===== src/rtl/hvac_pkg.sv =====
`default_nettype none
// ============================================================================
// Package  : hvac_pkg
// Purpose  : Shared widths, default thresholds and FSM/mode encodings for the
//            HVAC zone scheduler.
// Revision : 1.0 - initial release
// ============================================================================
package hvac_pkg;

  localparam int TEMP_W = 5;

  localparam int DEF_NUM_ZONES  = 4;
  localparam int DEF_HEAT_TH    = 18;
  localparam int DEF_COOL_TH    = 22;
  localparam int DEF_TARGET     = 20;
  localparam int DEF_MIN_DWELL  = 8;
  localparam int DEF_MAX_DWELL  = 32;
  localparam int DEF_GAP_CYCLES = 2;

  typedef enum logic [1:0] {
    IDLE  = 2'd0,
    SERVE = 2'd1,
    GAP   = 2'd2
  } state_t;

  typedef enum logic {
    HEAT = 1'b0,
    COOL = 1'b1
  } mode_t;

endpackage
`default_nettype wire


===== src/rtl/hvac_zone_scheduler_rr_pick.sv =====
`default_nettype none
// ============================================================================
// Module   : rr_pick
// Purpose  : Combinational round-robin picker; first set request at or after
//            ptr (wrapping) wins.
// Revision : 1.0 - initial release
// ============================================================================
module rr_pick #(
  parameter int N  = 4,
  parameter int IW = $clog2(N)
) (
  input  logic [N-1:0]  req,
  input  logic [IW-1:0] ptr,
  output logic [N-1:0]  pick,
  output logic [IW-1:0] idx,
  output logic          valid
);

  always_comb begin
    pick  = '0;
    idx   = '0;
    valid = 1'b0;
    for (int off = 0; off < N; off++) begin
      int j;
      j = int'(ptr) + off;
      if (j >= N) j = j - N;
      if (!valid && req[j]) begin
        valid   = 1'b1;
        pick[j] = 1'b1;
        idx     = IW'(j);
      end
    end
  end

endmodule
`default_nettype wire


===== src/rtl/hvac_zone_scheduler.sv =====
`default_nettype none
// ============================================================================
// Module   : hvac_zone_scheduler
// Purpose  : Time-shares one heat/cool plant between NUM_ZONES thermostat
//            zones with round-robin grants, minimum dwell and a dead gap.
//            Define HVAC_SCHED_PREEMPT_EN to enable MAX_DWELL preemption.
// Revision : 1.0 - initial release
// ============================================================================
module hvac_zone_scheduler
  import hvac_pkg::*;
#(
  parameter int NUM_ZONES  = DEF_NUM_ZONES,
  parameter int HEAT_TH    = DEF_HEAT_TH,
  parameter int COOL_TH    = DEF_COOL_TH,
  parameter int TARGET     = DEF_TARGET,
  parameter int MIN_DWELL  = DEF_MIN_DWELL,
  parameter int MAX_DWELL  = DEF_MAX_DWELL,
  parameter int GAP_CYCLES = DEF_GAP_CYCLES
) (
  input  logic                          clk,
  input  logic                          rst_n,
  input  logic [TEMP_W*NUM_ZONES-1:0]   temp,
  input  logic [NUM_ZONES-1:0]          zone_en,
  output logic [NUM_ZONES-1:0]          grant,
  output logic                          heating,
  output logic                          cooling,
  output logic                          busy
);

  localparam int IW = $clog2(NUM_ZONES);
`ifdef HVAC_SCHED_PREEMPT_EN
  localparam int DWELL_CAP = MAX_DWELL;
`else
  localparam int DWELL_CAP = MIN_DWELL;
`endif
  localparam int DW = $clog2(DWELL_CAP + 1);
  localparam int GW = $clog2(GAP_CYCLES + 1);

  localparam logic [TEMP_W-1:0] c_HEAT_TH    = TEMP_W'(HEAT_TH);
  localparam logic [TEMP_W-1:0] c_COOL_TH    = TEMP_W'(COOL_TH);
  localparam logic [TEMP_W-1:0] c_TARGET     = TEMP_W'(TARGET);
  localparam logic [DW-1:0]     c_MIN_DWELL  = DW'(MIN_DWELL);
  localparam logic [DW-1:0]     c_DWELL_CAP  = DW'(DWELL_CAP);
  localparam logic [GW-1:0]     c_GAP_CYCLES = GW'(GAP_CYCLES);
  localparam logic [IW-1:0]     c_LAST_ZONE  = IW'(NUM_ZONES - 1);

  logic [TEMP_W-1:0]    w_temp [NUM_ZONES];
  logic [NUM_ZONES-1:0] w_demand;
  logic [NUM_ZONES-1:0] w_pick;
  logic [IW-1:0]        w_pick_idx;
  logic                 w_pick_valid;

  state_t               r_state, w_state_nxt;
  mode_t                r_mode, w_mode_nxt;
  logic [NUM_ZONES-1:0] r_grant, w_grant_nxt;
  logic                 r_heating, w_heating_nxt;
  logic                 r_cooling, w_cooling_nxt;
  logic                 r_busy, w_busy_nxt;
  logic [IW-1:0]        r_idx, w_idx_nxt;
  logic [IW-1:0]        r_ptr, w_ptr_nxt;
  logic [DW-1:0]        r_dwell, w_dwell_nxt;
  logic [GW-1:0]        r_gap, w_gap_nxt;

  logic                 w_sat;
  logic                 w_preempt;
  logic                 w_release;
  logic                 w_start;

  generate
    for (genvar i = 0; i < NUM_ZONES; i++) begin : g_zone
      assign w_temp[i]   = temp[i*TEMP_W +: TEMP_W];
      assign w_demand[i] = zone_en[i] && ((w_temp[i] < c_HEAT_TH) || (w_temp[i] > c_COOL_TH));
    end
  endgenerate

  rr_pick #(
    .N  (NUM_ZONES),
    .IW (IW)
  ) u_rr_pick (
    .req   (w_demand),
    .ptr   (r_ptr),
    .pick  (w_pick),
    .idx   (w_pick_idx),
    .valid (w_pick_valid)
  );

  // Satisfaction is judged against the mode latched at grant time.
  assign w_sat = (r_mode == HEAT) ? (w_temp[r_idx] >= c_TARGET)
                                  : (w_temp[r_idx] <= c_TARGET);

`ifdef HVAC_SCHED_PREEMPT_EN
  localparam logic [DW-1:0] c_MAX_DWELL = DW'(MAX_DWELL);
  assign w_preempt = (r_dwell >= c_MAX_DWELL) && (|(w_demand & ~r_grant));
`else
  assign w_preempt = 1'b0;
`endif

  assign w_release = (r_state == SERVE) &&
                     (!zone_en[r_idx] || ((r_dwell >= c_MIN_DWELL) && w_sat) || w_preempt);

  always_ff @(posedge clk or negedge rst_n) begin
    if (!rst_n) begin
      r_state   <= IDLE;
      r_mode    <= HEAT;
      r_grant   <= '0;
      r_heating <= 1'b0;
      r_cooling <= 1'b0;
      r_busy    <= 1'b0;
      r_idx     <= '0;
      r_ptr     <= '0;
      r_dwell   <= '0;
      r_gap     <= '0;
    end else begin
      r_state   <= w_state_nxt;
      r_mode    <= w_mode_nxt;
      r_grant   <= w_grant_nxt;
      r_heating <= w_heating_nxt;
      r_cooling <= w_cooling_nxt;
      r_busy    <= w_busy_nxt;
      r_idx     <= w_idx_nxt;
      r_ptr     <= w_ptr_nxt;
      r_dwell   <= w_dwell_nxt;
      r_gap     <= w_gap_nxt;
    end
  end

  always_comb begin
    w_state_nxt = r_state;
    w_start     = 1'b0;
    case (r_state)
      IDLE: begin
        if (w_pick_valid) begin
          w_state_nxt = SERVE;
          w_start     = 1'b1;
        end
      end
      SERVE: begin
        if (w_release) w_state_nxt = GAP;
      end
      GAP: begin
        if (r_gap >= c_GAP_CYCLES) begin
          w_state_nxt = w_pick_valid ? SERVE : IDLE;
          w_start     = w_pick_valid;
        end
      end
      default: w_state_nxt = IDLE;
    endcase
  end

  // Next values of the registered outputs and datapath, derived from the
  // transition chosen above so every output lands on the same edge.
  always_comb begin
    w_grant_nxt = '0;
    w_idx_nxt   = r_idx;
    w_mode_nxt  = r_mode;
    w_ptr_nxt   = r_ptr;
    w_dwell_nxt = r_dwell;
    w_gap_nxt   = r_gap;
    if (w_start) begin
      w_grant_nxt = w_pick;
      w_idx_nxt   = w_pick_idx;
      w_mode_nxt  = (w_temp[w_pick_idx] < c_HEAT_TH) ? HEAT : COOL;
      w_dwell_nxt = DW'(1);
    end else if (w_release) begin
      w_ptr_nxt = (r_idx == c_LAST_ZONE) ? '0 : r_idx + IW'(1);
      w_gap_nxt = GW'(1);
    end else if (r_state == SERVE) begin
      w_grant_nxt = r_grant;
      if (r_dwell < c_DWELL_CAP) w_dwell_nxt = r_dwell + DW'(1);
    end else if (r_state == GAP) begin
      w_gap_nxt = r_gap + GW'(1);
    end
    w_heating_nxt = (w_state_nxt == SERVE) && (w_mode_nxt == HEAT);
    w_cooling_nxt = (w_state_nxt == SERVE) && (w_mode_nxt == COOL);
    w_busy_nxt    = (w_state_nxt != IDLE);
  end

  assign grant   = r_grant;
  assign heating = r_heating;
  assign cooling = r_cooling;
  assign busy    = r_busy;

endmodule
`default_nettype wire

===== config.mk =====
export PLATFORM = sky130hd
export DESIGN_NAME = hvac_zone_scheduler
export DESIGN_NICKNAME = d
export VERILOG_FILES = /design/src/rtl/hvac_pkg.sv /design/src/rtl/hvac_zone_scheduler_rr_pick.sv /design/src/rtl/hvac_zone_scheduler.sv
export SDC_FILE = /design/constraint.sdc
export NUM_CORES = 1
export LEC_CHECK = 0
export CAP_MARGIN = 10
export CELL_PAD_IN_SITES_DETAIL_PLACEMENT = 0
export CELL_PAD_IN_SITES_GLOBAL_PLACEMENT = 1
export CORE_ASPECT_RATIO = 1.2
export CORE_MARGIN = 2
export CORE_UTILIZATION = 37
export CTS_CLUSTER_DIAMETER = 40
export CTS_CLUSTER_SIZE = 12
export DETAILED_ROUTE_END_ITERATION = 10
export PLACE_DENSITY_LB_ADDON = 0.1
export SYNTH_ARGS = -nofsm -noshare
export SYNTH_HDL_FRONTEND = slang
export SYNTH_HIERARCHICAL = 1
export SYNTH_SLANG_ARGS = --single-unit

===== constraint.sdc =====
create_clock -name clk -period 3.46 [get_ports clk]
set_input_delay 0.692 -clock clk [delete_from_list [all_inputs] [get_ports clk]]
set_output_delay 0.692 -clock clk [all_outputs]
set_load 0.05 [all_outputs]

==> run metrics <==
Post-synth EDFFs 0; power density over the cells ~820 nW/um^2; Initial Utilization 0.389; Syn Area/Cell approximately 10 sq um; share of the synthesized area in the top cell type 0.299; Sequential Power Share 0.204; Tcrit/Tclk final 0.945; Max-Cap Viols 0; share of cells above drive strength 1 0.303; R2R cell count 10; Post-Syn Area about 1700 sq um; I/O Buffers 32; CTS buffer count 3; Area Overhead vs Synth 46.5%; post-synthesis cell count approximately 170; Worst setup EP type flip-flop; Layout Nets 272; final core utilization 0.570; Hold WS roughly 0.5 ns; Final HPWL DP ~3600 um; GRT Overall Usage 0.182; ys flop type dfrtp_1; startpoint types primary input; Psw between 0.0008 and 0.0009 W; DRT antenna net count 0; worst-skew pair later-pin latency roughly 0.26 ns; Async SR Flop Fraction 1.00; Core ar. roughly 4300 sq um; worst hold path class reg2reg; first-pass GRT wire length 7370 um; Crit-path slowest cell mux4_2; antenna violations before repair 0; total vias in the final route approximately 1600; largest net degree at the start of global routing 21; initial DRC count 46; IO Count 33; CP Buf/Inv Count 2; Crit path required time ~3.6 ns; Seq cells post-synth 20; Int Pwr 0.00115 W; Synth area leader dfrtp_1; most frequent cells after synthesis dfrtp_1, inv_1, o21ai_0; register area share after synthesis 0.299; Layout fillers between 400 and 500; multi-input logic area ~1100 sq um; setup violators final 0; crit path cell chain clkdlybuf4s50_1 > inv_1 > o31a_1 > mux4_2 > nor4b_4 > nor2_1 > a32o_2 > o311ai_2 > o211ai_1 > o21ai_2 > o21ba_1; grt total ovfl 0; skew final approximately 0.0047 ns; Sequential cell area roughly 500 sq um; drt wl/cell around 15 um; cts hold-fix bufs 0; die width ~65 um; Via density 5.48; n_diodes 0; synth warn 6; Slew @ Worst Pin 0.872 ns; count leader, synth dfrtp_1; worst r2r src r_ptr[1]$_DFFE_PN0P_; VDD IR-drop max 0.448 mV; placed cell count 285; switch share 0.427; Clock transition at path regs roughly 0.080 ns; crit-path max FO 5; Max-slew headroom 0.417; die area between 5000 and 6000 sq um; Cell Count, Final, Fillers Out 290; worst hold path endpoint grant[1]$_DFFE_PN0P_; R2R Setup Slk slightly below 0.8 ns; CTS tree yes; largest cells by area after synthesis dfrtp_1, ha_1, mux4_1, o21ai_0, a22oi_1; R2R Path End heating$_DFF_PN0_; Synth cell types 50; hold path cells 1; Placer Congestion 0.802; DR pass1 iterations 4; logic gate share of total power 0.681; Clock Path Buffers 2; CP top delay family compound AO/OA/AOI/OAI gates; run status completed; routed wire length 4470 um; Setup Crit Path Kind in2reg; clock share of power 0.116; fin. max-slew vios 0; # DRC 0; Rows 26; clk sink count 20; Tmin final 3.27 ns; CP max stage delay between 0.5 and 0.6 ns; vias in the first global route ~1600; H-tree depth 1; Hold Fails Final Rpt 0; f_max between 300 and 400 MHz; Leakage 1.15 nW; clock root cell clkbuf_8; Die H slightly below 80 um; Hold Path Origin grant[1]$_DFFE_PN0P_; critical path depth 11; Syn Nets approximately 200; CP arrival roughly 3.4 ns
## state kept, by name (all words and copies together) (netlist names)
register / count
heating: 1
r_dwell: 4
r_gap: 2
r_ptr: 2
cooling: 1
r_idx: 2
r_state: 2
grant: 4
r_mode: 1
busy: 1
## routing by layer
layer  up-vias  track usage  share of wire
met5         -            0              0
met4         0       0.0146         0.0022
met1       788        0.208           0.39
li1        771            -              -
met2        29        0.363           0.58
met3         2       0.0217          0.022
## metrics by stage
stage	TNS [ns]	worst slack (ns)	total power, W	area [sq um]
global route	-0.0575	-0.0514	0.00217	2450
global placement	-0.993	-0.332	0.00166	2290
detailed placement	-1.22	-0.391	0.00171	2290
CTS	0	0.0118	0.00195	2360
floorplan	0	0.265	0.00129	1670
finish	0	0.192	0.00201	2450
## worst max path at each step
stage / to / start
2_1_floorplan: heating$_DFF_PN0_ / temp[7]
3_3_place_gp: heating$_DFF_PN0_ / temp[7]
3_5_place_dp: heating$_DFF_PN0_ / temp[11]
4_1_cts: heating$_DFF_PN0_ / temp[16]
5_1_grt: heating$_DFF_PN0_ / temp[10]
6_report: heating$_DFF_PN0_ / temp[4]
## placed cells by master (no fill, tap or decap), drive strengths merged, types with 5 or more instances in the layout
cell / instances
ha: 11
inv: 13
dlymetal6s2s: 11
buf: 39
o21ai: 14
o211ai: 5
nor2: 12
mux4: 5
mux2: 6
a22oi: 8
dfrtp: 20
clkdlybuf4s50: 21
nand3: 5
## power groups by stage
stage	Sequential [W]	Combinational (W)	Clock, W
after floorplan	0.000482	0.000809	0
after global placement	0.000410	0.00125	0
after detailed placement	0.000414	0.00129	0
after CTS	0.000411	0.00130	0.000239
after global routing	0.000429	0.00149	0.000249
final	0.000410	0.00137	0.000233
## kinds of logic after synthesis
| kind of cell | synth area share |
|---|---|
| buffers and inverters | 0.0606 |
| xor gates and xnor gates | 0.0105 |
| adders and majority gates | 0.0823 |
| AOI/OAI and AO/OA | 0.263 |
| and+or+nand+nor | 0.151 |
| muxes | 0.133 |
| DFF | 0.299 |
## worst register-to-register path, stage by stage, from the launching register on
cell and delay, ns:
dfrtp_1 0.39, inv_1 0.16, ha_1 0.31, mux4_2 0.41, nor4_2 0.26, nor2_1 0.09, a32o_2 0.27, o311ai_2 0.26
o211ai_1 0.14, o21ai_2 0.11, o21ba_1 0.16
## layout make-up
type / instances / area share
clock buffer: 3 / 0.0169
clock inverter: 1 / 0.0123
multi-input combinational: 126 / 0.456
timing repair buffer: 71 / 0.262
tap: 56 / 0.0286
inverter: 13 / 0.0199
sequential: 20 / 0.204
## repair_timing
item	CTS	global route
setup buffers	0	1
setup endpoints to repair	2	3
pin swaps	0	7
gates resized for setup	3	27
Power figures use the tool's default switching activity.
